File: src/rtl/act_window_reader_pkg.sv
// Shared definitions for the window-reader family (activation and weight
// readers): default widths and the common control FSM state encoding.
package act_window_reader_pkg;

  // Width of every index and command field (entry, y, x, K, ky, kx).
  localparam int PKG_IDX_W = 16;

  // Default activation/weight word width in bits.
  localparam int PKG_DATA_SIZE = 64;

  // Control FSM shared by the window readers.
  //   IDLE  : waiting for a command
  //   RUN   : scanning the window, one capture per advance
  //   DRAIN : final word captured, waiting for it to be accepted
  typedef enum logic [1:0] {
    IDLE  = 2'd0,
    RUN   = 2'd1,
    DRAIN = 2'd2
  } state_e;

endpackage : act_window_reader_pkg

File: src/rtl/act_window_reader_if.sv
// Output word stream of the window reader: valid/ready handshake plus the
// window word, its (ky,kx) offset inside the window and an end-of-window flag.
interface act_window_reader_if #(
  parameter int DATA_SIZE = act_window_reader_pkg::PKG_DATA_SIZE,
  parameter int IDX_W     = act_window_reader_pkg::PKG_IDX_W
);

  logic                 out_valid;
  logic                 out_ready;
  logic [DATA_SIZE-1:0] out_data;
  logic [IDX_W-1:0]     out_ky;
  logic [IDX_W-1:0]     out_kx;
  logic                 out_last;

  // Producer side: the window reader.
  modport master (
    output out_valid,
    output out_data,
    output out_ky,
    output out_kx,
    output out_last,
    input  out_ready
  );

  // Consumer side: whatever accepts the window words.
  modport slave (
    input  out_valid,
    input  out_data,
    input  out_ky,
    input  out_kx,
    input  out_last,
    output out_ready
  );

endinterface : act_window_reader_if

File: src/rtl/act_window_reader_window_counter.sv
// Row-major (ky,kx) position counter for a KxK window.
// kx runs 0..K-1 and wraps to 0 while ky increments. last flags the final
// position (K-1,K-1). clear has priority over step.
module window_counter #(
  parameter int IDX_W = act_window_reader_pkg::PKG_IDX_W
) (
  input  logic             clk,
  input  logic             rst_n,
  input  logic             step,
  input  logic             clear,
  input  logic [IDX_W-1:0] k,
  output logic [IDX_W-1:0] ky,
  output logic [IDX_W-1:0] kx,
  output logic             last
);

  localparam logic [IDX_W-1:0] ONE = {{(IDX_W-1){1'b0}}, 1'b1};

  logic [IDX_W-1:0] ky_q, ky_d;
  logic [IDX_W-1:0] kx_q, kx_d;
  logic [IDX_W-1:0] k_m1;
  logic             kx_end;

  assign k_m1   = k - ONE;
  assign kx_end = (kx_q == k_m1);

  // Next position: restart on clear, otherwise row-major step.
  always_comb begin
    ky_d = ky_q;
    kx_d = kx_q;
    if (clear) begin
      ky_d = '0;
      kx_d = '0;
    end else if (step) begin
      if (kx_end) begin
        kx_d = '0;
        ky_d = ky_q + ONE;
      end else begin
        kx_d = kx_q + ONE;
      end
    end
  end

  // Position register, cleared asynchronously by reset.
  always_ff @(posedge clk or negedge rst_n) begin
    if (!rst_n) begin
      ky_q <= '0;
      kx_q <= '0;
    end else begin
      ky_q <= ky_d;
      kx_q <= kx_d;
    end
  end

  assign ky   = ky_q;
  assign kx   = kx_q;
  assign last = kx_end && (ky_q == k_m1);

endmodule : window_counter

File: src/rtl/act_window_reader.sv
// Activation window reader: given (entry, y, x, K), walks the KxK window
// row-major, drives the read indices to an external combinational activation
// memory and streams each returned word out through one output register
// stage with valid/ready backpressure.
module act_window_reader #(
  parameter int DATA_SIZE = act_window_reader_pkg::PKG_DATA_SIZE,
  parameter int IDX_W     = act_window_reader_pkg::PKG_IDX_W
) (
  input  logic                 clk,
  input  logic                 rst_n,
  // Command
  input  logic                 start,
  input  logic [IDX_W-1:0]     cmd_entry,
  input  logic [IDX_W-1:0]     cmd_y,
  input  logic [IDX_W-1:0]     cmd_x,
  input  logic [IDX_W-1:0]     cmd_k,
  // Activation memory read port
  output logic [IDX_W-1:0]     rd_entry,
  output logic [IDX_W-1:0]     rd_y,
  output logic [IDX_W-1:0]     rd_x,
  input  logic [DATA_SIZE-1:0] rd_data,
  // Output word stream
  act_window_reader_if.master  out_if,
  // Status
  output logic                 busy,
  output logic                 done
);

  import act_window_reader_pkg::*;

  state_e               state_q, state_d;

  // Latched command
  logic [IDX_W-1:0]     entry_q, entry_d;
  logic [IDX_W-1:0]     y_q, y_d;
  logic [IDX_W-1:0]     x_q, x_d;
  logic [IDX_W-1:0]     k_q, k_d;

  // Output register stage
  logic                 out_valid_q, out_valid_d;
  logic                 out_last_q, out_last_d;
  logic [DATA_SIZE-1:0] out_data_q, out_data_d;
  logic [IDX_W-1:0]     out_ky_q, out_ky_d;
  logic [IDX_W-1:0]     out_kx_q, out_kx_d;
  logic                 done_q, done_d;

  // Window position
  logic                 cnt_step;
  logic                 cnt_clear;
  logic [IDX_W-1:0]     cnt_ky;
  logic [IDX_W-1:0]     cnt_kx;
  logic                 cnt_last;

  logic                 advance;
  logic                 xfer;

  window_counter #(
    .IDX_W (IDX_W)
  ) u_window_counter (
    .clk   (clk),
    .rst_n (rst_n),
    .step  (cnt_step),
    .clear (cnt_clear),
    .k     (k_q),
    .ky    (cnt_ky),
    .kx    (cnt_kx),
    .last  (cnt_last)
  );

  // A new word may be captured whenever the output slot is empty or is
  // being emptied this cycle; a transfer is the consumer taking the word.
  assign advance = (state_q == RUN) && (!out_valid_q || out_if.out_ready);
  assign xfer    = out_valid_q && out_if.out_ready;

  // Read indices wrap modulo 2^IDX_W; the memory is never bounds-checked.
  assign rd_entry = entry_q;
  assign rd_y     = y_q + cnt_ky;
  assign rd_x     = x_q + cnt_kx;

  // FSM next-state, command latch and output-stage update.
  always_comb begin
    state_d     = state_q;
    entry_d     = entry_q;
    y_d         = y_q;
    x_d         = x_q;
    k_d         = k_q;
    out_valid_d = out_valid_q;
    out_last_d  = out_last_q;
    out_data_d  = out_data_q;
    out_ky_d    = out_ky_q;
    out_kx_d    = out_kx_q;
    done_d      = 1'b0;
    cnt_step    = 1'b0;
    cnt_clear   = 1'b0;

    unique case (state_q)
      IDLE: begin
        if (start) begin
          if (cmd_k != '0) begin
            entry_d   = cmd_entry;
            y_d       = cmd_y;
            x_d       = cmd_x;
            k_d       = cmd_k;
            cnt_clear = 1'b1;
            state_d   = RUN;
          end else begin
            // Empty window: report completion without producing a word.
            done_d = 1'b1;
          end
        end
      end

      RUN: begin
        if (advance) begin
          out_data_d  = rd_data;
          out_ky_d    = cnt_ky;
          out_kx_d    = cnt_kx;
          out_last_d  = cnt_last;
          out_valid_d = 1'b1;
          cnt_step    = 1'b1;
          if (cnt_last) begin
            state_d = DRAIN;
          end
        end else if (xfer) begin
          out_valid_d = 1'b0;
        end
      end

      DRAIN: begin
        if (xfer) begin
          out_valid_d = 1'b0;
          out_last_d  = 1'b0;
          done_d      = 1'b1;
          state_d     = IDLE;
        end
      end

      default: begin
        state_d = IDLE;
      end
    endcase
  end

  // State, command and output registers; reset abandons any window.
  always_ff @(posedge clk or negedge rst_n) begin
    if (!rst_n) begin
      state_q     <= IDLE;
      entry_q     <= '0;
      y_q         <= '0;
      x_q         <= '0;
      k_q         <= '0;
      out_valid_q <= 1'b0;
      out_last_q  <= 1'b0;
      out_data_q  <= '0;
      out_ky_q    <= '0;
      out_kx_q    <= '0;
      done_q      <= 1'b0;
    end else begin
      state_q     <= state_d;
      entry_q     <= entry_d;
      y_q         <= y_d;
      x_q         <= x_d;
      k_q         <= k_d;
      out_valid_q <= out_valid_d;
      out_last_q  <= out_last_d;
      out_data_q  <= out_data_d;
      out_ky_q    <= out_ky_d;
      out_kx_q    <= out_kx_d;
      done_q      <= done_d;
    end
  end

  assign out_if.out_valid = out_valid_q;
  assign out_if.out_last  = out_last_q;
  assign out_if.out_data  = out_data_q;
  assign out_if.out_ky    = out_ky_q;
  assign out_if.out_kx    = out_kx_q;

  assign busy = (state_q != IDLE);
  assign done = done_q;

endmodule : act_window_reader

File: src/flat_wrapper.sv
// flat-port wrapper written by rule: the top's interface ports become plain ports
module act_window_reader_flat import act_window_reader_pkg::*;
#(
  parameter int DATA_SIZE = act_window_reader_pkg::PKG_DATA_SIZE,
  parameter int IDX_W     = act_window_reader_pkg::PKG_IDX_W
)
  (clk, rst_n, start, cmd_entry, cmd_y, cmd_x, cmd_k, rd_entry, rd_y, rd_x, rd_data, busy, done, out_if_out_valid, out_if_out_data, out_if_out_ky, out_if_out_kx, out_if_out_last, out_if_out_ready);
  act_window_reader_if #(.DATA_SIZE(DATA_SIZE), .IDX_W(IDX_W)) out_if_i ();
  input  logic clk;
  input  logic rst_n;
  input  logic start;
  input  logic [IDX_W-1:0] cmd_entry;
  input  logic [IDX_W-1:0] cmd_y;
  input  logic [IDX_W-1:0] cmd_x;
  input  logic [IDX_W-1:0] cmd_k;
  output logic [IDX_W-1:0] rd_entry;
  output logic [IDX_W-1:0] rd_y;
  output logic [IDX_W-1:0] rd_x;
  input  logic [DATA_SIZE-1:0] rd_data;
  output logic busy;
  output logic done;
  output wire logic [$bits(out_if_i.out_valid)-1:0] out_if_out_valid;
  output wire logic [$bits(out_if_i.out_data)-1:0] out_if_out_data;
  output wire logic [$bits(out_if_i.out_ky)-1:0] out_if_out_ky;
  output wire logic [$bits(out_if_i.out_kx)-1:0] out_if_out_kx;
  output wire logic [$bits(out_if_i.out_last)-1:0] out_if_out_last;
  input wire logic [$bits(out_if_i.out_ready)-1:0] out_if_out_ready;
  assign out_if_out_valid = out_if_i.out_valid;
  assign out_if_out_data = out_if_i.out_data;
  assign out_if_out_ky = out_if_i.out_ky;
  assign out_if_out_kx = out_if_i.out_kx;
  assign out_if_out_last = out_if_i.out_last;
  assign out_if_i.out_ready = out_if_out_ready;
  act_window_reader #(.DATA_SIZE(DATA_SIZE), .IDX_W(IDX_W)) u_core (.clk(clk), .rst_n(rst_n), .start(start), .cmd_entry(cmd_entry), .cmd_y(cmd_y), .cmd_x(cmd_x), .cmd_k(cmd_k), .rd_entry(rd_entry), .rd_y(rd_y), .rd_x(rd_x), .rd_data(rd_data), .out_if(out_if_i), .busy(busy), .done(done));
endmodule
File: config.mk
export PLATFORM = sky130hd
export DESIGN_NAME = act_window_reader_flat
export DESIGN_NICKNAME = d
export VERILOG_FILES = /design/src/rtl/act_window_reader_pkg.sv /design/src/rtl/act_window_reader_if.sv /design/src/rtl/act_window_reader_window_counter.sv /design/src/rtl/act_window_reader.sv /design/src/flat_wrapper.sv
export SDC_FILE = /design/constraint.sdc
export NUM_CORES = 1
export LEC_CHECK = 0
export ABC_CLOCK_PERIOD_IN_PS = 3400
export BUFFER_PORTS_ARGS = -buffer_cell sky130_fd_sc_hd__buf_2
export CAP_MARGIN = 20
export CORE_MARGIN = 5
export CORE_UTILIZATION = 48
export CTS_BUF_LIST = sky130_fd_sc_hd__clkbuf_4 sky130_fd_sc_hd__clkbuf_8 sky130_fd_sc_hd__clkbuf_16
export DETAILED_ROUTE_END_ITERATION = 8
export GPL_ROUTABILITY_DRIVEN = 0
export GPL_TIMING_DRIVEN = 0
export HOLD_SLACK_MARGIN = 0.08
export PLACE_DENSITY = 0.77
export SLEW_MARGIN = 15
export SYNTH_ARGS = -nofsm -noshare
export SYNTH_HDL_FRONTEND = slang
export SYNTH_HIERARCHICAL = 1
export SYNTH_SLANG_ARGS = --single-unit
export TNS_END_PERCENT = 5
File: constraint.sdc
create_clock -name clk -period 3.4 [get_ports clk]
set_clock_uncertainty 0.05 [all_clocks]
set_input_delay 0.68 -clock clk [delete_from_list [all_inputs] [get_ports clk]]
set_output_delay 0.68 -clock clk [all_outputs]
set_load 0.005 [all_outputs]
==> results of run 1 <==
power breakdown:
group | total (mW) | internal, mW | switching (mW) | leakage [nW]
Sequential | 3.79 | 3.17 | 0.621 | 2.43
Combinational | 4.74 | 2.45 | 2.30 | 3.65
Clock | 2.07 | 1.02 | 1.04 | 0.299
Total | 10.6 | 6.65 | 3.96 | 6.38
registers in the layout, indices dropped and copies added (netlist names):
name                        count
u_core/u_window_counter/ky     16
u_core/y_q                     16
u_core/out_if.out_data         64
u_core/state_q                  2
u_core/done                     1
u_core/out_if.out_ky           16
u_core/x_q                     16
u_core/k_q                     16
u_core/rd_entry                16
u_core/out_if.out_valid         1
u_core/out_if.out_last          1
u_core/out_if.out_kx           16
u_core/u_window_counter/kx     16
final cells by class:
class	instances	area share [%]
clock inverter	14	1.30
tap	280	2.61
buffer	37	1.40
sequential	197	36.8
clock buffer	18	3.27
inverter	16	0.447
multi-input combinational	676	42.6
timing repair buffer	295	11.5
stage by stage:
stage	area [um^2]	total power, mW	util, %	worst slack [ns]	hold slack [ns]
2_1_floorplan	10700	6.62	-	-0.0365	0.334
3_3_place_gp	12400	8.09	57.0	-1.70	0.432
3_5_place_dp	12500	8.27	57.1	-0.481	0.437
4_1_cts	13300	10.5	60.9	-0.337	0.227
5_1_grt	13400	11.4	61.6	-0.300	0.236
6_report	13400	10.6	61.6	-0.240	0.189
layout by cell type, fill, tap and decap left out, types with 14 or more instances in the layout:
cell       count
a21oi_1       37
and3_1        15
buf_2        292
buf_4         16
clkbuf_16     17
dfrtp_1      180
dfrtp_2       17
ha_1          30
inv_1         14
mux2_2       170
nand2_1       42
nand4_1       16
nor2_1        49
nor2b_1       19
nor3_1        24
nor4_1        18
o21ai_0       25
xnor2_1       41
xor2_1        29
worst max-delay path by stage:
stage | startpoint | end | slack, ns
after floorplan | u_core/k_q[7] | u_core/state_q[0] | -0.04
after global placement | rst_n | u_core/out_if.out_kx[8] | -1.70
after detailed placement | u_core/k_q[0] | u_core/state_q[0] | -0.48
after CTS | u_core/k_q[8] | u_core/state_q[0] | -0.34
after global routing | u_core/k_q[3] | u_core/state_q[0] | -0.30
final | u_core/k_q[3] | u_core/state_q[0] | -0.24
cell families after synthesis:
group,Yosys count
muxes,182
adders and majority gates,39
and+or+nand+nor,252
buffers and inverters,57
AOI/OAI and AO/OA,130
DFF,197
xor gates and xnor gates,73
worst max-delay path: stages, from the launching register on:
cell and delay [ns]:
dfrtp_1 0.39, buf_4 0.19, or3_4 0.41, o21ai_1 0.17, a21oi_1 0.12, or4_4 0.54
or3_4 0.38, or2_4 0.24, nor4_4 0.33, nand2_1 0.15, a211oi_2 0.24, mux2_4 0.32
layer usage:
metal  track usage, %  routed length (um)
met1             28.5               11600
met2             38.2               14200
met3             7.70                2580
met4             3.68                 274
met5                0                   0
timing repair:
action                     4_1_cts  5_1_grt
pin swaps                       15       14
setup endpoints to repair       36       37
buffers inserted                12        3
gates resized for setup         34       34
==> impl_metrics.py, run 1 <==
metrics = {
    "worst_setup_path": {
        "critPathKind": "register to register",
        "arrival_ns": 3.92,
        "ff2ff_path_depth": 11,
        "end_kind": "register",
        "cp-start-kind": "register",
        "r2r_setup_slack_ns": -0.24,
        "crit-reg2reg-launch": "u_core/k_q[3]",
        "reg2reg_to": "u_core/state_q[0]",
        "critPathMaxFanout": 10,
        "cp_data_required_time_ns": 3.68,
    },
    "yosys": {
        "synth-simple-area-share_pct": 12.9,
        "synth-edff-count": 0,
        "synth-xor-area-share_pct": 6.27,
        "synthFlopType": "dfrtp_1",
        "syn_area_per_cell_um2": 11.4,
        "yosys_warnings": 6,
        "netlist_top_cells_area": "dfrtp_1 (46%), mux2_2 (18%), ha_1 (4.3%)",
        "synth_top_family_by_area": "multiplexers",
        "synth.most_common_cell": "dfrtp_1",
        "ys_seq_area_share_pct": 46.3,
        "synth-compound-area-share_pct": 8.15,
        "yosys.area_share.adder_pct": 4.73,
        "synth_top_area_share_pct": 46.3,
        "ys_ff_latch": 197,
        "yosysUniqueCellTypes": 69,
        "muxShareOfSynthArea_pct": 19.2,
        "yosysTopAreaCell": "dfrtp_1",
        "async_flop_share_pct": 100,
        "syn-cell-area_um2": 10600,
        "synth_common_cells": "dfrtp_1 (197), mux2_2 (171), nor2_1 (49)",
        "syn_inst": 930,
        "syn_nets": 1101,
    },
    "clocking": {
        "clkTransAtPathRegs_ns": 0.09,
        "cts_sinks": 197,
        "cts-htree-levels": 4,
        "clock_latency_ns": 0.44,
        "max-clock-path-buffers": 2,
        "cts_tree": "yes",
        "cts_buffers": 17,
        "ctsHoldBuffers": 0,
        "cts_root_buf": "clkbuf_16",
    },
    "floorplan": {
        "ios": 280,
        "start_util_pct": 48.8,
        "die_area_um2": 25300,
        "fp.dieW_um": 159,
        "die_h_um": 159,
        "fp.coreArea_um2": 21800,
        "num_rows": 54,
    },
    "detailed_routing": {
        "wl_per_cell_um": 18.7,
        "firstDrtPassIters": 6,
        "routed_wl_um": 28600,
        "drc": 0,
        "drt-initial-drc-count": 545,
        "vias_per_cell": 5.57,
        "route.antenna.remaining_nets": 0,
        "vias": 8544,
    },
    "timing": {
        "rsz0062_at_grt": "true",
        "hold_viol_final": 0,
        "layout_setup_ws_ns": -0.240,
        "drv_slew": 0,
        "fmax_ghz": 0.275,
        "period_share_pct": 107,
        "fin_tns_setup_ns": -0.469,
        "setup_viol": 4,
        "min_period_ns": 3.64,
        "tightest_slew_ns": 0.724,
        "relSlewSlack_pct": 51.7,
    },
    "cells_and_area": {
        "stdcell_count": 1533,
        "n_fill_cell": 1793,
        "seqCellArea_um2": 4950,
        "multi_input_area_um2": 5730,
        "n_antenna_cell": 0,
        "nets": 1411,
        "syn2layout_area_growth_pct": 26.3,
        "drive_above_1_share_pct": 47.2,
    },
    "placement": {
        "io_buffers": 279,
        "hpwl_um": 21100,
        "dp_cells": 1490,
    },
    "run": {
        "cap_viol_max_count": 0,
    },
    "global_route": {
        "grt_overflow_total": 0,
        "grt_pass1_wl_um": 47100,
        "grt_max_degree": 102,
        "track_usage_pct": 22.5,
        "grt_pass1_vias": 8925,
        "antenna_found_initial": 0,
    },
    "hold_path": {
        "hold_path.class": "primary input to async pin",
    },
    "power_and_ir_drop": {
        "power.density_nw_per_um2": 789,
        "ir_drop_v": 0.000416,
        "leakage_nw": 6.38,
    },
    "run_status": {
        "status": "finished, violations left",
        "violations": "negative setup slack",
    },
}
Note: power is estimated with default switching activity, not from simulation.
==> run 2, diff against run 1 <==
Settings changed: CORE_ASPECT_RATIO from default to 2.
==> impl_metrics.py, run 2 (synthesized netlist as in run 1, its figures left out) <==
metrics = {
    "detailed_routing": {
        "vias": 8719,
        "drt-initial-drc-count": 402,
        "drc": 0,
        "routed_wl_um": 30100,
        "wl_per_cell_um": 19.6,
        "route.antenna.remaining_nets": 0,
        "firstDrtPassIters": 5,
        "vias_per_cell": 5.69,
    },
    "global_route": {
        "grt_max_degree": 105,
        "grt_overflow_total": 0,
        "grt_pass1_wl_um": 46700,
        "antenna_found_initial": 2,
        "met1_usage_pct": 23.3,
        "track_usage_pct": 23.6,
        "met2_usage_pct": 43.2,
        "grt_pass1_vias": 9222,
        "met3_usage_pct": 5.17,
        "busiest_layer": "met2",
    },
    "worst_setup_path": {
        "crit-reg2reg-launch": "u_core/k_q[7]",
        "critPathKind": "register to register",
        "critPathMaxFanout": 4,
        "cp_data_required_time_ns": 3.68,
        "end_kind": "register",
        "cp-start-kind": "register",
        "r2r_setup_slack_ns": -0.17,
        "reg2reg_to": "u_core/state_q[0]",
        "arrival_ns": 3.86,
        "ff2ff_path_depth": 11,
    },
    "power_and_ir_drop": {
        "ir_drop_v": 0.000584,
        "power.density_nw_per_um2": 783,
        "finalPower_mw": 10.5,
        "leakage_nw": 6.38,
    },
    "floorplan": {
        "die_h_um": 221,
        "num_rows": 77,
        "die_area_um2": 25400,
        "ios": 280,
        "start_util_pct": 48.5,
        "fp.coreArea_um2": 22000,
        "fp.dieW_um": 115,
    },
    "timing": {
        "fin_tns_setup_ns": -0.481,
        "rsz0062_at_grt": "true",
        "period_share_pct": 105,
        "relSlewSlack_pct": 52.5,
        "whs_ns": 0.408,
        "hold_viol_final": 0,
        "setup_viol": 6,
        "fmax_ghz": 0.280,
        "layout_setup_ws_ns": -0.173,
        "drv_slew": 0,
        "min_period_ns": 3.57,
        "tightest_slew_ns": 0.712,
    },
    "hold_path": {
        "min-delay-start": "rd_data[52]",
        "min_path_cells": 2,
        "hold_end": "u_core/out_if.out_data[52]",
        "hold_path.class": "primary input to register",
    },
    "clocking": {
        "clkTransAtPathRegs_ns": 0.08,
        "cts_root_buf": "clkbuf_16",
        "clock_latency_ns": 0.45,
        "cts_tree": "yes",
        "cts_buffers": 17,
        "cts_sinks": 197,
        "max-clock-path-buffers": 2,
        "cts-htree-levels": 4,
    },
    "run_status": {
        "violations": "negative setup slack",
        "status": "finished, violations left",
    },
    "cells_and_area": {
        "stdcell_count": 1533,
        "mostFrequentLayoutCells": "buf_2 (292), dfrtp_1 (184), mux2_2 (170), nor2_1 (49), nand2_1 (43)",
        "nets": 1414,
        "syn2layout_area_growth_pct": 26.1,
        "largest_register_ffs": 64,
        "drive_above_1_share_pct": 46.7,
        "final_common_cell": "buf_2",
    },
    "run": {
        "cap_viol_max_count": 0,
    },
    "placement": {
        "dp_cells": 1487,
        "hpwl_um": 23000,
        "io_buffers": 279,
    },
}
## run 2: where the power goes
group / switching [mW] / leakage (nW) / total, mW / internal (mW)
Combinational: 2.31 / 3.67 / 4.75 / 2.45
Clock: 0.927 / 0.273 / 1.94 / 1.02
Sequential: 0.626 / 2.44 / 3.80 / 3.17
Total: 3.86 / 6.38 / 10.5 / 6.64
## run 2: per-stage QoR
stage	util [%]	setup WS [ns]	cell area [um^2]
6_report	61.1	-0.173	13400
5_1_grt	61.1	-0.293	13400
4_1_cts	60.4	-0.290	13300
3_5_place_dp	56.9	-0.515	12500
3_3_place_gp	56.6	-1.63	12400
2_1_floorplan	-	-0.0365	10700
## run 2: critical path, cell delays in order, from the launching register on
cell and delay (ns):
dfrtp_1 0.39, buf_6 0.12, or4_4 0.57, or3_4 0.44
xnor2_2 0.16, nand4_1 0.11, or3_4 0.41, or2_4 0.25
nor4_4 0.31, nand2_2 0.11, a211oi_2 0.23, mux2_4 0.32
## run 2: worst max-delay path by stage
stage,startpoint,endpoint
6_report,u_core/k_q[7],u_core/state_q[0]
5_1_grt,u_core/k_q[4],u_core/state_q[0]
4_1_cts,u_core/k_q[8],u_core/state_q[0]
3_5_place_dp,u_core/k_q[0],u_core/state_q[0]
3_3_place_gp,rst_n,u_core/out_if.out_data[31]
2_1_floorplan,u_core/k_q[7],u_core/state_q[0]
## run 2: repair_timing
action	4_1_cts	5_1_grt
hold buffers	1	0
buffers inserted	10	6
pin swaps	17	14
endpoints found under the setup margin	31	42
hold endpoints to repair	1	0
gates resized for setup	38	22
## run 2: routing by layer
metal  vias to the layer above  part of all wire, %
li1                       3991                    -
met1                      4247                   32
met2                       357                   55
met3                       122                  6.0
met4                         2                  6.2
met5                         -                0.043
## run 2: layout make-up
| cell class | count | area (um^2) |
|---|---|---|
| diodes | 1 | 2.50 |
| plain buffers | 38 | 203 |
| clock buffers | 21 | 474 |
| clock inverters | 11 | 87.6 |
| fillers | 1848 | 8550 |
| inverters | 16 | 60.1 |
| multi-input cells | 676 | 5710 |
| flip-flops and latches | 197 | 4950 |
| well taps | 276 | 345 |
| repair buffers | 297 | 1590 |
==> run 3, diff against run 2 <==
Settings changed: CORE_UTILIZATION 48 to 30, PLACE_DENSITY 0.77 to default.
==> impl_metrics.py, run 3 (synthesized netlist as in run 1, its figures left out) <==
metrics = {
    "cells_and_area": {
        "mostFrequentLayoutCells": "buf_2 (292), dfrtp_1 (180), mux2_2 (170), nor2_1 (48)",
        "nets": 1415,
        "fin_util_pct": 39.3,
        "final_common_cell": "buf_2",
        "drive_above_1_share_pct": 48.1,
        "syn2layout_area_growth_pct": 29.5,
        "largest_register_ffs": 64,
        "final_area_um2": 13800,
    },
    "global_route": {
        "grt_pass1_vias": 9356,
        "met2_usage_pct": 31.3,
        "track_usage_pct": 16.4,
        "antenna_found_initial": 7,
        "met3_usage_pct": 3.22,
        "grt_overflow_total": 0,
        "grt_pass1_wl_um": 50000,
        "met1_usage_pct": 15.0,
        "grt_max_degree": 102,
        "busiest_layer": "met2",
    },
    "run_status": {
        "status": "finished, violations left",
        "violations": "negative setup slack",
    },
    "timing": {
        "fmax_ghz": 0.281,
        "period_share_pct": 105,
        "setup_viol": 6,
        "fin_tns_setup_ns": -0.314,
        "drv_slew": 0,
        "layout_setup_ws_ns": -0.164,
        "relSlewSlack_pct": 54.0,
        "rsz0062_at_grt": "true",
        "hold_viol_final": 0,
        "min_period_ns": 3.56,
        "tightest_slew_ns": 0.682,
    },
    "power_and_ir_drop": {
        "power.share.clock_pct": 19.8,
        "power.density_nw_per_um2": 785,
        "combPwrFrac_pct": 45.3,
        "seq_power_share_pct": 34.9,
        "leakage_nw": 6.42,
        "swShare_pct": 36.6,
        "ir_drop_v": 0.000396,
        "p_int_mw": 6.86,
        "p_switching_mw": 3.95,
    },
    "clocking": {
        "clock_latency_ns": 0.45,
        "cts_root_buf": "clkbuf_16",
        "cts_tree": "yes",
        "cts-htree-levels": 4,
        "cts_buffers": 17,
        "clkTransAtPathRegs_ns": 0.07,
        "ctsHoldBuffers": 0,
        "max-clock-path-buffers": 2,
        "cts_sinks": 197,
    },
    "detailed_routing": {
        "firstDrtPassIters": 5,
        "vias": 8568,
        "route.antenna.remaining_nets": 0,
        "vias_per_cell": 5.02,
        "drc": 0,
        "wl_per_cell_um": 19.0,
        "drt-initial-drc-count": 221,
        "routed_wl_um": 32500,
    },
    "placement": {
        "io_buffers": 279,
        "post-place-ws_ns": -0.547,
        "dpl_cell_area_um2": 12700,
        "hpwl_um": 25600,
    },
    "floorplan": {
        "num_rows": 97,
        "die_area_um2": 39600,
        "die_h_um": 276,
        "fp.dieW_um": 143,
        "start_util_pct": 30.3,
        "fp.coreArea_um2": 35100,
        "ios": 280,
    },
    "worst_setup_path": {
        "arrival_ns": 3.84,
        "critPathKind": "register to register",
        "end_kind": "register",
        "cp-start-kind": "register",
        "ff2ff_path_depth": 11,
        "cp_data_required_time_ns": 3.68,
        "critPathMaxFanout": 8,
    },
    "run": {
        "cap_viol_max_count": 0,
    },
    "hold_path": {
        "hold_path.class": "primary input to async pin",
    },
}
[run 3: cell count changes in the layout (fill, tap and decap cells not counted), sizes merged, moves of 3 or more]
cell	change
bufinv	+3
clkbuf	-3
buf	+3
diode	+5
[run 3: worst max-delay path, cell delays in order (launching register included)]
cell	delay, ns
dfrtp_1	0.38
buf_6	0.14
or4_4	0.54
nand3b_1	0.16
o211ai_1	0.14
or4_1	0.43
or3_4	0.42
or2_4	0.25
nor4_4	0.30
nand2_2	0.11
a211oi_2	0.22
mux2_4	0.31
[run 3: worst paths after layout]
kind	start	to	slack, ns
min	rst_n	u_core/x_q[1]	0.20
max in group asynchronous	rst_n	u_core/u_window_counter/ky[5]	2.20
min in group clk	rd_data[28]	u_core/out_if.out_data[28]	0.40
max	u_core/k_q[7]	u_core/state_q[0]	-0.16
min reg2reg	u_core/out_if.out_ky[1]	u_core/out_if.out_ky[1]	0.45
max reg2reg	u_core/k_q[7]	u_core/state_q[0]	-0.16
[run 3: through the flow]
| step | power, mW | cells | hold WS, ns |
|---|---|---|---|
| floorplan | 6.62 | 930 | 0.334 |
| global placement | 8.24 | 1654 | 0.434 |
| detailed placement | 8.39 | 1656 | 0.437 |
| CTS | 10.8 | 1700 | 0.199 |
| global route | 11.5 | 1704 | 0.227 |
| finish | 10.8 | 1708 | 0.203 |
[run 3: layer usage]
layer	up-vias	part of all wire (%)
met1	4187	33
met2	266	56
met5	-	0.083
li1	4005	-
met3	106	4.5
met4	4	6.5
[run 3: timing repair]
action                     CTS  global route
buffers inserted            16             2
setup endpoints to repair   40            41
pin swaps                   19             8
resized for setup           51            33
[run 3: layout make-up]
class,count,area (um^2)
fill,3445,21300
multi-input combinational,676,5800
sequential,197,4950
timing repair buffer,299,1600
tap,445,557
clock buffer,19,440
buffer,37,194
clock inverter,13,170
inverter,16,60.1
antenna,6,15.0
[run 3: power groups by stage]
stage | logic (mW) | registers (mW) | clock network [mW]
3_3_place_gp | 4.52 | 3.73 | 0
4_1_cts | 4.85 | 3.76 | 2.22
5_1_grt | 5.34 | 3.89 | 2.31
2_1_floorplan | 2.92 | 3.70 | 0
3_5_place_dp | 4.62 | 3.77 | 0
6_report | 4.90 | 3.78 | 2.14
